$ cat config.mk
export PLATFORM = sky130hd
export DESIGN_NAME = led_scroll_scheduler
export DESIGN_NICKNAME = d
export VERILOG_FILES = /design/src/rtl/led_scroll_scheduler.sv
export SDC_FILE = /design/constraint.sdc
export NUM_CORES = 1
export LEC_CHECK = 0
export ABC_AREA = 1
export CAP_MARGIN = 20
export CELL_PAD_IN_SITES_DETAIL_PLACEMENT = 1
export CELL_PAD_IN_SITES_GLOBAL_PLACEMENT = 1
export CORE_ASPECT_RATIO = 1.2
export CORE_MARGIN = 10
export CORE_UTILIZATION = 44
export CTS_CLUSTER_SIZE = 16
export DETAILED_ROUTE_END_ITERATION = 8
export PLACE_DENSITY_LB_ADDON = 0.1
export SLEW_MARGIN = 25
export SYNTH_ARGS = -nofsm -noshare
export SYNTH_HDL_FRONTEND = slang
export SYNTH_SLANG_ARGS = --single-unit
$ cat constraint.sdc
create_clock -name clk -period 5.5 [get_ports clk]
set_clock_uncertainty 0.2 [all_clocks]
set_input_delay 1.1 -clock clk [delete_from_list [all_inputs] [get_ports clk]]
set_output_delay 1.1 -clock clk [all_outputs]
set_load 0.05 [all_outputs]
$ cat src/rtl/led_scroll_scheduler.sv
// Four-digit 7-segment scan sequencer with a 16-entry message buffer.
// Blanks between digits and scrolls a 4-character window.
module led_scroll_scheduler #(
  parameter int DIGIT_TICKS   = 16,
  parameter int BLANK_TICKS   = 2,
  parameter int SCROLL_FRAMES = 64
) (
  input  logic       clk,
  input  logic       reset,
  input  logic       wr_en,
  input  logic [3:0] wr_addr,
  input  logic [3:0] wr_data,
  output logic       wr_ready,
  input  logic       scroll_en,
  output logic [3:0] char,
  output logic       an3,
  output logic       an2,
  output logic       an1,
  output logic       an0,
  output logic       frame_tick,
  output logic [3:0] offset
);

  localparam int SW = (DIGIT_TICKS > 1) ? $clog2(DIGIT_TICKS) : 1;
  localparam int FW = (SCROLL_FRAMES > 1) ? $clog2(SCROLL_FRAMES) : 1;

  localparam logic [SW-1:0] BLAST = SW'(BLANK_TICKS - 1);
  localparam logic [SW-1:0] DLAST = SW'(DIGIT_TICKS - BLANK_TICKS - 1);
  localparam logic [FW-1:0] FLAST = FW'(SCROLL_FRAMES - 1);

  typedef enum logic {
    S_BLANK,
    S_DRIVE
  } state_t;

  state_t          r_state;
  state_t          w_state_nxt;
  logic [SW-1:0]   r_cnt;
  logic [SW-1:0]   w_cnt_nxt;
  logic [1:0]      r_d;
  logic [1:0]      w_d_nxt;

  logic [3:0]      r_an;
  logic [3:0]      w_an_nxt;
  logic            r_ft;
  logic            w_ft_nxt;
  logic            r_rdy;
  logic            w_rdy_nxt;
  logic [3:0]      r_char;
  logic [3:0]      r_offset;
  logic [FW-1:0]   r_fcnt;
  logic [3:0]      r_buf [16];

  logic            w_blank_last;
  logic            w_drive_last;
  logic            w_wr;
  logic [3:0]      w_idx;

  assign w_blank_last = (r_state == S_BLANK) && (r_cnt == BLAST);
  assign w_drive_last = (r_state == S_DRIVE) && (r_cnt == DLAST);
  assign w_wr         = wr_en && r_rdy;
  assign w_idx        = r_offset + 4'd3 - {2'b00, r_d};

  assign wr_ready   = r_rdy;
  assign char       = r_char;
  assign an3        = r_an[3];
  assign an2        = r_an[2];
  assign an1        = r_an[1];
  assign an0        = r_an[0];
  assign frame_tick = r_ft;
  assign offset     = r_offset;

  // Next scan state and the registered outputs that follow from it
  always_comb begin
    w_state_nxt = r_state;
    w_cnt_nxt   = r_cnt + SW'(1);
    w_d_nxt     = r_d;
    if (w_blank_last) begin
      w_state_nxt = S_DRIVE;
      w_cnt_nxt   = '0;
    end else if (w_drive_last) begin
      w_state_nxt = S_BLANK;
      w_cnt_nxt   = '0;
      w_d_nxt     = r_d - 2'd1;
    end
    w_an_nxt  = 4'hF;
    if (w_state_nxt == S_DRIVE)
      w_an_nxt = ~(4'b0001 << w_d_nxt);
    w_rdy_nxt = (w_state_nxt == S_BLANK);
    w_ft_nxt  = (w_state_nxt == S_DRIVE) &&
                (w_cnt_nxt == DLAST) &&
                (w_d_nxt == 2'd0);
  end

  // Scan state register and registered anode/handshake/tick outputs
  always_ff @(posedge clk or negedge reset) begin
    if (!reset) begin
      r_state <= S_BLANK;
      r_cnt   <= '0;
      r_d     <= 2'd3;
      r_an    <= 4'hF;
      r_ft    <= 1'b0;
      r_rdy   <= 1'b1;
    end else begin
      r_state <= w_state_nxt;
      r_cnt   <= w_cnt_nxt;
      r_d     <= w_d_nxt;
      r_an    <= w_an_nxt;
      r_ft    <= w_ft_nxt;
      r_rdy   <= w_rdy_nxt;
    end
  end

  // Message buffer; writes only land while the display is blanked
  always_ff @(posedge clk or negedge reset) begin
    if (!reset) begin
      for (int i = 0; i < 16; i++)
        r_buf[i] <= '0;
    end else if (w_wr) begin
      r_buf[wr_addr] <= wr_data;
    end
  end

  // Character latch at the end of blanking, with write bypass
  always_ff @(posedge clk or negedge reset) begin
    if (!reset) begin
      r_char <= '0;
    end else if (w_blank_last) begin
      if (w_wr && (wr_addr == w_idx))
        r_char <= wr_data;
      else
        r_char <= r_buf[w_idx];
    end
  end

  // Frame counting and window advance at frame boundaries only
  always_ff @(posedge clk or negedge reset) begin
    if (!reset) begin
      r_fcnt   <= '0;
      r_offset <= '0;
    end else if (!scroll_en) begin
      r_fcnt   <= '0;
    end else if (r_ft) begin
      if (r_fcnt == FLAST) begin
        r_fcnt   <= '0;
        r_offset <= r_offset + 4'd1;
      end else begin
        r_fcnt   <= r_fcnt + FW'(1);
      end
    end
  end

endmodule

After elaboration in Yosys (flattened, before gate mapping):

Index checks and enable logic that the tools add are counted.

* word-level logic and storage cells: 72
* input port bits: 12
* flip-flop bits (word level): 91
* output and inout port bits: 14

* $lt $le $gt $ge: 3
* equality and inequality tests: 6
* bitwise gates (word level): 5
* multiplexer cells: 17
* add/subtract/negate cells: 6
* reductions and logical operators: 9
* shift operators: 1

Operators with widths (count)
* $bwmux W64: 1
* $mux W4: 7
* $mux W6: 3
* $bmux W4 S4: 1
* $demux W4 S4: 1
* $ge A5 B5 Y1 const B: 2
* $not A4 Y5: 2
* $add A4 B1 Y4 const B: 2
* $eq A4 B4 Y1 const B: 2
* $logic_and A1 B1 Y1: 7
* $add A6 B1 Y6 const B: 1
* $eq A6 B6 Y1 const B: 1
* $lt A5 B1 Y1 const B: 1
* $add A4 B2 Y4 const B: 1
* $eq A4 B1 Y1 const B: 1
* $eq A4 B4 Y1: 1
* $mux W2: 2
* $not A4 Y4: 1
* $shl A1 B2 Y4 const A: 1
* $sub A4 B2 Y4: 1
* $reduce_and A3 Y1: 1
* $logic_not A2 Y1: 1
* $mux W1: 2
* $ne A2 B1 Y1 const B: 1
* other kinds (2): 3

Longest topological paths before layout:

Gate-level depths: netlist of the first run.

* depth in word-level cells: 7
* gate-level depth with buffers: 16

Least setup slack after synthesis of the first run:

No wires, ideal clock.

* path type: register to register
* start: register r_offset[1] (netlist: offset[1])
* end: register r_char[0] (netlist: char[0])
* required time: 5182 ps
* stages on the path, launching flop included: 14
* buffers on the path: 1
* data arrival time: 2348 ps
* setup slack: 2834 ps
* cell sequence: dfrtp_1 -> ha_1 -> ha_1 -> inv_1 -> fa_1 -> buf_2 -> xor2_1 -> nand2_1 -> nor2_4 -> nand3_1 -> nand2_1 -> inv_1 -> nand2_1 -> nand2_1

* word-level cells in the longest chain between the ends: 7
* elaborated cells on any way between the ends: 9

RTL lines
* start, declared: RTL line 50 `logic [3:0] r_offset;`
* start signal, assigned: RTL line 146 `r_offset <= r_offset + 4'd1;`
* $add A4 B2 Y4 (*): RTL line 62 `assign w_idx = r_offset + 4'd3 - {2'b00, r_d};`
* $sub A4 B2 Y4 (*): RTL line 62
* $not A4 Y5 (implied by the code): RTL line 132 `r_char <= r_buf[w_idx];`
* $bmux W4 S4: RTL line 132
* $mux W4 (implied by the code) (2 in series): RTL line 132
* $mux W4 (*): RTL line 129 `if (w_wr && (wr_addr == w_idx))`
* end signal, assigned: RTL line 130 `r_char <= wr_data;`
* end signal, assigned: RTL line 132
* end, declared: RTL line 49 `logic [3:0] r_char;`

Every way passes the cells marked *; elsewhere a longest branch is shown, timed or not. The select of a mux whose other input is x is not followed.
A chain may end at the register's enable or synchronous reset.

Worst setup path in the final report of the first run:

* start: register r_d[1]
* end: register r_char[0] (netlist: char[0])

* word-level cells in the longest chain between the ends: 6
* elaborated cells on any way between the ends: 8

RTL lines
* start, declared: RTL line 40 `logic [1:0] r_d;`
* start signal, assigned: RTL line 107 `r_d <= w_d_nxt;`
* $sub A4 B2 Y4 (*): RTL line 62
* $not A4 Y5 (implied by the code): RTL line 132
* $bmux W4 S4: RTL line 132
* $mux W4 (implied by the code) (2 in series): RTL line 132
* $mux W4 (*): RTL line 129

Marks and branches as above.

==> out/results.ini, run 1 <==
[run_status]
status = finished clean

[setup_path]
cp_data_arrival_time_ns = 3.24
worstPathCellList = inv_1 > ha_1 > ha_1 > inv_1 > nand3_1 > nand3_1 > nand3_1 > nand3_1 > nand2_1 > nand2_1
worst-r2r-cell-count = 10
cp.required_ns = 5.54
cp_slowest_stage_delay_ns = 0.78
path_buf_inv = 2
path_class = register to register
critical_path.endpoint_type = register
path_delay_family = adder cells
cp.depth = 10
cpMostUsedCell = nand3_1
path_max_fanout = 18
slowest_stage = ha_1
crit_path_start_kind = register

[finish]
multi_input_area_mm2 = 0.00184
syn2layout_area_growth_pct = 15.6
layout-drive-gt1-share_pct = 6.28
fin_nets = 605
final_common_cell = nand2_1
stdcell_area_mm2 = 0.00515
fin_cells = 715
diodes = 0
nFillCells = 1222
layout_common_cells = 216 x nand2_1, 84 x dfrtp_1, 64 x inv_1
regArea_mm2 = 0.00229

[place]
place_congestion = 0.812
io_buffers = 25
dpl.cell_count = 700
placed_area_mm2 = 0.00480
hpwl_um = 8380

[power_and_ir_drop]
p_int_mw = 1.20
power_frac_comb_pct = 6.8
leakage_nw = 2.49
p_per_area_mw_per_mm2 = 301
swShare_pct = 22.7
p_seq_share_pct = 46.0
netSwitchingPower_uw = 351
irDropWorstVdd_mv = 0.133
power.share.clock_pct = 47.2
total_power_mw = 1.55

[logic_synthesis]
synth_top_area_cell = dfrtp_1
synth_cell_types = 26
yosysTopAreaCellShare_pct = 47.2
yosys.area_share.simple_pct = 28.3
avgSynthCellArea_um2 = 7.92
synth_top_family_by_area = simple AND/OR/NAND/NOR gates
synth_area_leaders = dfrtp_1 47%, nand2_1 18%, o21ai_0 7.1%, nand3_1 6.5%, inv_1 5.4%
synthMuxAreaShare_pct = 0.253
synth-compound-area-share_pct = 8.12
yosysSeqAreaShare_pct = 51.4
synth-xor-area-share_pct = 2.16
yosysWarnings = 0
synthAdderAreaFrac_pct = 2.42
syn_area_mm2 = 0.00445
synth_seq_cells = 91
synth_cells = 562
syn-num-nets = 582

[timing]
layout_worst_path_cycle_share_pct = 58.3
period_needed_ns = 3.21
maxSlewHeadroom_pct = 50.3
slew_violations = 0
setup_violations = 0
tns_ns = 0
finalHoldViolCount = 0
worst_pin_slew_ns = 0.746
rsz0062_at_grt = false
timing.fmax_mhz = 312

[detailed_routing]
avgViaCountPerCell = 5.25
drtIter0Drc = 150
antenna_left = 0
drc = 0
wl_per_cell_um = 17.2
drt_pass1_iterations = 4
routed_wl_um = 12300
vias = 3753

[die]
die_h_um = 130
die_w_um = 112
io_pins = 26
coreArea_mm2 = 0.00996
die_area_mm2 = 0.0146
start_util_pct = 44.7
num_rows = 40

[cts]
cts_hold_buf = 0
h-tree-depth = 3
cts_tree = yes
cts_resized = 0
clock_latency_ns = 0.34
clk_path_buf_depth = 2
cts-buffers-inserted = 9
cts_setup_buffers = 0
cts_root_buffer = clkbuf_16
cts.sinks = 91
clkTransAtPathRegs_ns = 0.06

[global_route]
grt_max_degree = 53
antenna_found_initial = 0
grt_pass1_wl_um = 21000
track_usage_pct = 17.9
grt_pass1_vias = 4078
grt-ovfl-total = 0

[flow_run]
drv_cap = 0

[hold_path]
hold_path_class = register to register
hold_depth = 2

[cells in the mapped netlist]
library cell / n
nand2_1: 216
dfrtp_1: 84
inv_1: 64
o21ai_0: 63
nand3_1: 58
buf_2: 9
nor2_1: 9
xor2_1: 8
dfstp_2: 7
ha_1: 7
clkbuf_1: 4
o21ai_1: 4
inv_2: 3
nand4_1: 3
nor3_1: 3
nor3_4: 3
o22ai_1: 3
xnor2_1: 3
buf_4: 2
nand2_2: 2
nor2_2: 2
a21boi_0: 1
fa_1: 1
mux2_2: 1
nand3b_1: 1
nor2_4: 1
[power by group through the flow]
stage,registers (mW),logic (mW),clock network (mW)
after global routing,0.714,0.122,0.769
after detailed placement,0.723,0.106,0
after CTS,0.711,0.107,0.737
after floorplan,0.724,0.0545,0
final,0.711,0.105,0.731
after global placement,0.723,0.102,0
[metrics by stage]
step                      utilization, %  hold slack (ns)  worst slack (ns)
after detailed placement            48.2            0.257              2.28
final                               51.7            0.281              2.29
after CTS                           51.7            0.285              2.25
after global placement              48.2            0.263              2.33
after global routing                51.7            0.309              2.04
after floorplan                        -            0.245              2.83
[worst paths after layout]
check | from | to | slack [ns]
max | r_d[1]$_DFF_PN1_ | char[0]$_DFFE_PN0P_ | 2.29
min in group asynchronous | reset | r_buf[40]$_DFFE_PN0P_ | 0.53
max reg2reg | r_d[1]$_DFF_PN1_ | char[0]$_DFFE_PN0P_ | 2.29
max in group asynchronous | reset | r_buf[38]$_DFFE_PN0P_ | 3.49
min | char[1]$_DFFE_PN0P_ | char[1]$_DFFE_PN0P_ | 0.28
min reg2reg | char[1]$_DFFE_PN0P_ | char[1]$_DFFE_PN0P_ | 0.28
[metal layers]
layer  wire length, um  global-route usage [%]  vias to the layer above
met4               309                    8.40                        0
li1                  -                       -                     1816
met5                 0                       0                        -
met2              6100                    30.3                       65
met1              5410                    21.8                     1849
met3               482                    3.21                       23
[final cells by class]
type | count | area share (%)
Sequential cell | 91 | 44.4
Clock inverter | 4 | 1.90
Inverter | 67 | 4.89
Clock buffer | 11 | 4.91
Tap cell | 126 | 3.06
Multi-Input combinational cell | 389 | 35.7
Timing Repair Buffer | 27 | 5.11
[worst reg2reg max path: cells and delay by family (launching register included)]
family / cells / cell delay (ns)
fa+ha+maj: 2 / 1.08
buf+inv: 2 / 0.58
simple gates: 6 / 0.70
flops: 1 / 0.53
[cell families (layout without fill, tap and decap cells)]
group | count (synthesis) | count (layout)
flip-flops | 91 | 91
AO/OA/AOI/OAI | 71 | 71
multiplexers | 1 | 1
AND/OR/NAND/NOR | 298 | 298
buffers and inverters | 82 | 109
adder cells (fa/ha/maj) | 8 | 8
XOR/XNOR | 11 | 11
[flip-flops by register name (all words and copies together), names as in the netlist]
register / count
r_buf: 64
r_fcnt: 6
char: 4
offset: 4
r_an: 4
r_cnt: 4
r_d: 2
frame_tick: 1
r_state: 1
wr_ready: 1
(Power assumes the default switching activity.)
==> run 2: changes to the inputs <==
--- a/config.mk
+++ b/config.mk
@@ -11,7 +11,7 @@
 export CELL_PAD_IN_SITES_GLOBAL_PLACEMENT = 1
 export CORE_ASPECT_RATIO = 1.2
 export CORE_MARGIN = 10
-export CORE_UTILIZATION = 44
+export CORE_UTILIZATION = 40
 export CTS_CLUSTER_SIZE = 16
 export DETAILED_ROUTE_END_ITERATION = 8
 export PLACE_DENSITY_LB_ADDON = 0.1
==> constraint.sdc (replaced) <==
create_clock -name clk -period 2.8 [get_ports clk]
set_clock_uncertainty 0.2 [all_clocks]
set_input_delay 0.56 -clock clk [delete_from_list [all_inputs] [get_ports clk]]
set_output_delay 0.56 -clock clk [all_outputs]
set_load 0.05 [all_outputs]
==> run 2 against run 1 <==
Against the previous run: sequential cell count is the same; via count is essentially flat; highest routed layer unchanged; design area grew 1.9%; power grew 83%; setup slack lost 2.1 ns; die area grew 8.3%; critical endpoint unchanged; non-clock buffer count grew 15; sequential power grew 97%; register-to-register slack lost 2.1 ns; critical path depth grew 2; largest power group is now registers; fmax grew 21%.
==> out/results.ini, run 2 (synthesis gave the netlist of run 1 again) <==
[setup_path]
r2r_end = char[0]$_DFFE_PN0P_  ; unchanged
path_delay_family = adder cells  ; unchanged
cpMostUsedCell = nand3_1  ; unchanged
cp_slowest_stage_delay_ns = 0.53  ; was 0.78 ns
cp_data_arrival_time_ns = 2.74  ; was 3.24 ns
r2r-start = r_d[1]$_DFF_PN1_  ; unchanged
cp.required_ns = 2.89  ; was 5.54 ns
slowest_stage = dfstp_2  ; was ha_1
path_max_fanout = 9  ; was 18
critical_path.endpoint_type = register  ; unchanged
worst-r2r-cell-count = 12  ; was 10
path_buf_inv = 4  ; was 2
worstPathCellList = inv_1 > ha_1 > ha_1 > inv_1 > fa_1 > buf_4 > clkinvlp_4 > nand3_1 > nand3_1 > nand3_1 > nand2_1 > nand2_1  ; was inv_1 > ha_1 > ha_1 > inv_1 > nand3_1 > nand3_1 > nand3_1 > nand3_1 > nand2_1 > nand2_1
crit_path_start_kind = register  ; unchanged
reg2reg_slack_ns = 0.15  ; was 2.29 ns
path_class = register to register  ; unchanged

[timing]
layout_setup_ws_ns = 0.148  ; was 2.29 ns
maxSlewHeadroom_pct = 60.0  ; was 50.3%
worst_pin_slew_ns = 0.599  ; was 0.746 ns
tns_ns = 0  ; unchanged
finalHoldViolCount = 0  ; unchanged
timing.fmax_mhz = 377  ; was 312 MHz
slew_violations = 0  ; unchanged
layout_worst_path_cycle_share_pct = 94.7  ; was 58.3%
holdWs_ns = 0.280  ; was 0.281 ns
period_needed_ns = 2.65  ; was 3.21 ns
setup_violations = 0  ; unchanged
rsz0062_at_grt = false  ; unchanged

[global_route]
grt_pass1_wl_um = 20800  ; was 21000 um
grt-ovfl-total = 0  ; unchanged
use_met3_pct = 3.10  ; was 3.21%
antenna_found_initial = 0  ; unchanged
track_usage_pct = 17.0  ; was 17.9%
grtUsageMet2_pct = 28.5  ; was 30.3%
grt_pass1_vias = 3962  ; was 4078
gr-usage-met1_pct = 21.2  ; was 21.8%
grt_max_degree = 48  ; was 53
busiest_layer = met2  ; unchanged

[cts]
h-tree-depth = 3  ; unchanged
cts_root_buffer = clkbuf_16  ; unchanged
cts.sinks = 91  ; unchanged
cts-buffers-inserted = 9  ; unchanged
cts_tree = yes  ; unchanged
clock_latency_ns = 0.35  ; was 0.34 ns
cts_setup_buffers = 0  ; unchanged
clkTransAtPathRegs_ns = 0.06  ; about the same
clk_path_buf_depth = 2  ; unchanged

[hold_path]
hold_path_class = register to register  ; unchanged
min_to = r_an[2]$_DFF_PN1_  ; was char[1]$_DFFE_PN0P_
hold_path_startpoint = r_d[1]$_DFF_PN1_  ; was char[1]$_DFFE_PN0P_
hold_depth = 1  ; was 2

[die]
die_w_um = 116  ; was 112 um
io_pins = 26  ; unchanged
die_h_um = 136  ; was 130 um
start_util_pct = 40.5  ; was 44.7%
die_area_mm2 = 0.0158  ; was 0.0146 mm2
coreArea_mm2 = 0.0110  ; was 0.00996 mm2
num_rows = 42  ; was 40

[run_status]
status = finished clean  ; unchanged

[power_and_ir_drop]
leakage_nw = 2.54  ; was 2.49 nW
irDropWorstVdd_mv = 0.257  ; was 0.133 mV
total_power_mw = 2.83  ; was 1.55 mW
p_per_area_mw_per_mm2 = 539  ; was 301 mW/mm2

[place]
io_buffers = 25  ; unchanged
place_congestion = 0.867  ; was 0.812
dp_worst_setup_slack_ns = 0.0728  ; was 2.28 ns
hpwl_um = 8930  ; was 8380 um
dpl.cell_count = 720  ; was 700
placed_area_mm2 = 0.00493  ; was 0.00480 mm2

[finish]
fin_nets = 620  ; was 605
syn2layout_area_growth_pct = 17.9  ; was 15.6%
diodes = 0  ; unchanged
final_common_cell = nand2_1  ; unchanged
max_flop_register = r_buf  ; unchanged
largest_reg_flops = 64  ; unchanged
layout-drive-gt1-share_pct = 8.93  ; was 6.28%
largest_registers = r_buf: 64 flops, r_fcnt: 6 flops  ; unchanged
fin_cells = 737  ; was 715
stdcell_area_mm2 = 0.00525  ; was 0.00515 mm2
layout_common_cells = 214 x nand2_1, 84 x dfrtp_1, 63 x o21ai_0  ; was 216 x nand2_1, 84 x dfrtp_1, 64 x inv_1
final_util_pct = 47.8  ; was 51.7%

[flow_run]
drv_cap = 0  ; unchanged

[detailed_routing]
routed_wl_um = 12300  ; about the same
antenna_left = 0  ; unchanged
drt_pass1_iterations = 4  ; unchanged
drtIter0Drc = 196  ; was 150
avgViaCountPerCell = 5.09  ; was 5.25
wl_per_cell_um = 16.7  ; was 17.2 um
vias = 3751  ; was 3753
drc = 0  ; unchanged

==> run 2: power by group <==
part	switching [mW]	internal (mW)	leakage (nW)
Clock	0.507	0.699	0.146
Sequential	0.0294	1.37	1.21
Combinational	0.145	0.0765	1.19
==> run 2: worst max-delay path by stage <==
stage / to / from / depth (start not counted)
final: char[0]$_DFFE_PN0P_ / r_d[1]$_DFF_PN1_ / 12
after global routing: char[0]$_DFFE_PN0P_ / r_d[1]$_DFF_PN1_ / 12
after CTS: char[0]$_DFFE_PN0P_ / r_d[1]$_DFF_PN1_ / 12
after detailed placement: char[0]$_DFFE_PN0P_ / r_d[1]$_DFF_PN1_ / 12
after global placement: char[3]$_DFFE_PN0P_ / r_d[1]$_DFF_PN1_ / 12
after floorplan: char[0]$_DFFE_PN0P_ / offset[1]$_DFFE_PN0P_ / 13
==> run 2: what timing repair did <==
item / 4_1_cts / 5_1_grt
endpoints found under the hold margin: 11 / 0
resized for setup: 0 / 4
hold buffers: 1 / 0
setup endpoints to repair: 0 / 4
==> run 2: cell type report <==
cell class | instances | area, um2
repair buffers | 42 | 403
inverters | 67 | 255
multi-input cells | 389 | 1840
clock inverters | 1 | 5.00
flip-flops and latches | 91 | 2290
clock buffers | 15 | 288
fillers | 1366 | 5740
well taps | 132 | 165
==> run 2: layer usage <==
layer	vias up	share of wire, %
li1	1842	-
met2	50	50
met4	0	1.7
met1	1846	46
met3	13	3.3
met5	-	0
==> run 3: changes to the inputs <==
--- a/config.mk
+++ b/config.mk
@@ -11,7 +11,7 @@
 export CELL_PAD_IN_SITES_GLOBAL_PLACEMENT = 1
 export CORE_ASPECT_RATIO = 1.2
 export CORE_MARGIN = 10
-export CORE_UTILIZATION = 40
+export CORE_UTILIZATION = 44
 export CTS_CLUSTER_SIZE = 16
 export DETAILED_ROUTE_END_ITERATION = 8
 export PLACE_DENSITY_LB_ADDON = 0.1
==> constraint.sdc (replaced) <==
create_clock -name clk -period 3.2 [get_ports clk]
set_clock_uncertainty 0.2 [all_clocks]
set_input_delay 0.64 -clock clk [delete_from_list [all_inputs] [get_ports clk]]
set_output_delay 0.64 -clock clk [all_outputs]
set_load 0.05 [all_outputs]
==> run 3 against run 2 <==
Against the previous run: power shrank 12%; count of clock-buffer cells in the layout is 3 lower; sequential power decreased by 13%; critical endpoint is now char[2]$_DFFE_PN0P_.
==> out/results.ini, run 3 (synthesis gave the netlist of run 1 again) <==
[place]
hpwl_um = 8570  ; was 8930 um
place_congestion = 0.777  ; was 0.867
io_buffers = 25  ; unchanged

[flow_run]
drv_cap = 0  ; unchanged

[timing]
timing.fmax_mhz = 348  ; was 377 MHz
layout_worst_path_cycle_share_pct = 89.8  ; was 94.7%
period_needed_ns = 2.87  ; was 2.65 ns
slew_violations = 0  ; unchanged
holdWs_ns = 0.0707  ; was 0.280 ns
rsz0062_at_grt = false  ; unchanged
worst_pin_slew_ns = 0.687  ; was 0.599 ns
finalHoldViolCount = 0  ; unchanged
maxSlewHeadroom_pct = 54.1  ; was 60.0%
tns_ns = 0  ; unchanged
setup_violations = 0  ; unchanged

[cts]
clock_latency_ns = 0.35  ; about the same
cts-buffers-inserted = 9  ; unchanged
cts_tree = yes  ; unchanged
clk_path_buf_depth = 2  ; unchanged
clkTransAtPathRegs_ns = 0.07  ; was 0.06 ns
cts_hold_buf = 0  ; was 1
cts.sinks = 91  ; unchanged
cts_setup_buffers = 0  ; unchanged
cts_resized = 0  ; unchanged
h-tree-depth = 3  ; unchanged
cts_root_buffer = clkbuf_16  ; unchanged

[power_and_ir_drop]
irDropWorstVdd_mv = 0.252  ; was 0.257 mV
power.share.clock_pct = 43.6  ; was 42.7%
netSwitchingPower_uw = 581  ; was 682 uW
p_seq_share_pct = 49.0  ; was 49.5%
leakage_nw = 2.48  ; was 2.54 nW
swShare_pct = 23.3  ; was 24.1%
power_frac_comb_pct = 7.4  ; was 7.8%
p_int_mw = 1.92  ; was 2.14 mW
p_per_area_mw_per_mm2 = 487  ; was 539 mW/mm2

[die]
die_area_mm2 = 0.0146  ; was 0.0158 mm2
num_rows = 40  ; was 42
io_pins = 26  ; unchanged
die_h_um = 130  ; was 136 um
start_util_pct = 44.7  ; was 40.5%
die_w_um = 112  ; was 116 um
coreArea_mm2 = 0.00996  ; was 0.0110 mm2

[global_route]
grt-ovfl-total = 0  ; unchanged
grt_pass1_wl_um = 20300  ; was 20800 um
track_usage_pct = 17.4  ; was 17.0%
grt_max_degree = 52  ; was 48
grt_pass1_vias = 4018  ; was 3962
antenna_found_initial = 0  ; unchanged

[setup_path]
path_buf_inv = 3  ; was 4
cp.required_ns = 3.24  ; was 2.89 ns
r2r_end = char[2]$_DFFE_PN0P_  ; was char[0]$_DFFE_PN0P_
path_delay_family = adder cells  ; unchanged
slowest_stage = fa_1  ; was dfstp_2
cp_data_arrival_time_ns = 2.91  ; was 2.74 ns
path_class = register to register  ; unchanged
critical_path.endpoint_type = register  ; unchanged
crit_path_start_kind = register  ; unchanged
path_max_fanout = 10  ; was 9
reg2reg_slack_ns = 0.33  ; was 0.15 ns
worstPathCellList = inv_1 > ha_1 > ha_1 > inv_1 > fa_1 > xor2_1 > nand2_1 > nor2_4 > nand3_1 > nand2_1 > inv_1 > nand2_1 > nand2_1  ; was inv_1 > ha_1 > ha_1 > inv_1 > fa_1 > buf_4 > clkinvlp_4 > nand3_1 > nand3_1 > nand3_1 > nand2_1 > nand2_1
cp_slowest_stage_delay_ns = 0.72  ; was 0.53 ns
cpMostUsedCell = nand2_1  ; was nand3_1
r2r-start = r_d[1]$_DFF_PN1_  ; unchanged
worst-r2r-cell-count = 13  ; was 12

[finish]
regArea_mm2 = 0.00229  ; unchanged
nFillCells = 1223  ; was 1366
largest_reg_flops = 64  ; unchanged
final_common_cell = nand2_1  ; unchanged
max_flop_register = r_buf  ; unchanged
fin_nets = 607  ; was 620
largest_registers = r_buf: 64 flops, r_fcnt: 6 flops  ; unchanged
layout-drive-gt1-share_pct = 6.44  ; was 8.93%
syn2layout_area_growth_pct = 15.2  ; was 17.9%
multi_input_area_mm2 = 0.00184  ; about the same
layout_common_cells = 216 x nand2_1, 84 x dfrtp_1, 64 x inv_1  ; was 214 x nand2_1, 84 x dfrtp_1, 63 x o21ai_0
diodes = 0  ; unchanged

[detailed_routing]
wl_per_cell_um = 16.9  ; was 16.7 um
avgViaCountPerCell = 5.18  ; was 5.09
drt_pass1_iterations = 4  ; unchanged
vias = 3711  ; was 3751
antenna_left = 0  ; unchanged
routed_wl_um = 12100  ; was 12300 um
drc = 0  ; unchanged
drtIter0Drc = 171  ; was 196

[run_status]
status = finished clean  ; unchanged

[hold_path]
hold_path_class = primary input to async pin  ; was register to register

==> run 3: changes by cell type in the layout (fill, tap and decap cells not counted), sizes merged <==
cell,previous run,this run
buf,17,5
clkbuf,15,12
bufinv,0,1
clkinvlp,1,0
dlygate4sd3,1,0
inv,66,67
==> run 3: worst max-delay path by stage <==
stage                                      from                   to  slack (ns)  depth (start not counted)
after floorplan           offset[1]$_DFFE_PN0P_  char[0]$_DFFE_PN0P_        0.53                         13
after global placement         r_d[1]$_DFF_PN1_  char[0]$_DFFE_PN0P_        0.48                         13
after detailed placement       r_d[1]$_DFF_PN1_  char[2]$_DFFE_PN0P_        0.34                         13
after CTS                      r_d[1]$_DFF_PN1_  char[2]$_DFFE_PN0P_        0.33                         13
after global routing           r_d[1]$_DFF_PN1_  char[2]$_DFFE_PN0P_        0.12                         13
final                          r_d[1]$_DFF_PN1_  char[2]$_DFFE_PN0P_        0.33                         13
==> run 3: per-layer routing <==
metal / GRT usage, % / vias to the layer above / part of all wire, %
met1: 21.3 / 1837 / 46
met3: 3.81 / 16 / 3.4
met2: 29.4 / 41 / 49
met4: 6.43 / 0 / 1.7
li1: - / 1817 / -
met5: 0 / - / 0
==> run 3: final cells by class <==
| cell class | instances | area share (%) |
|---|---|---|
| Clock buffer | 12 | 5.20 |
| Clock inverter | 2 | 0.684 |
| Inverter | 67 | 4.91 |
| Multi-Input combinational cell | 389 | 35.9 |
| Sequential cell | 91 | 44.6 |
| Tap cell | 126 | 3.08 |
| Timing Repair Buffer | 29 | 5.66 |
==> run 3: power by group through the flow <==
stage | sequential [mW] | combinational, mW | clock [mW]
final | 1.22 | 0.184 | 1.09
after global routing | 1.23 | 0.212 | 1.17
after CTS | 1.22 | 0.189 | 1.10
after detailed placement | 1.24 | 0.188 | 0
after global placement | 1.24 | 0.181 | 0
after floorplan | 1.24 | 0.0937 | 0
==> run 3: through the flow <==
step | cells | cell area [um2] | total power, mW | setup slack (ns) | utilization [%]
2_1_floorplan | 562 | 4450 | 1.34 | 0.534 | -
3_3_place_gp | 702 | 4820 | 1.42 | 0.476 | 48.4
3_5_place_dp | 702 | 4820 | 1.43 | 0.335 | 48.4
4_1_cts | 716 | 5120 | 2.51 | 0.330 | 51.5
5_1_grt | 716 | 5120 | 2.61 | 0.125 | 51.5
6_report | 716 | 5120 | 2.50 | 0.326 | 51.5
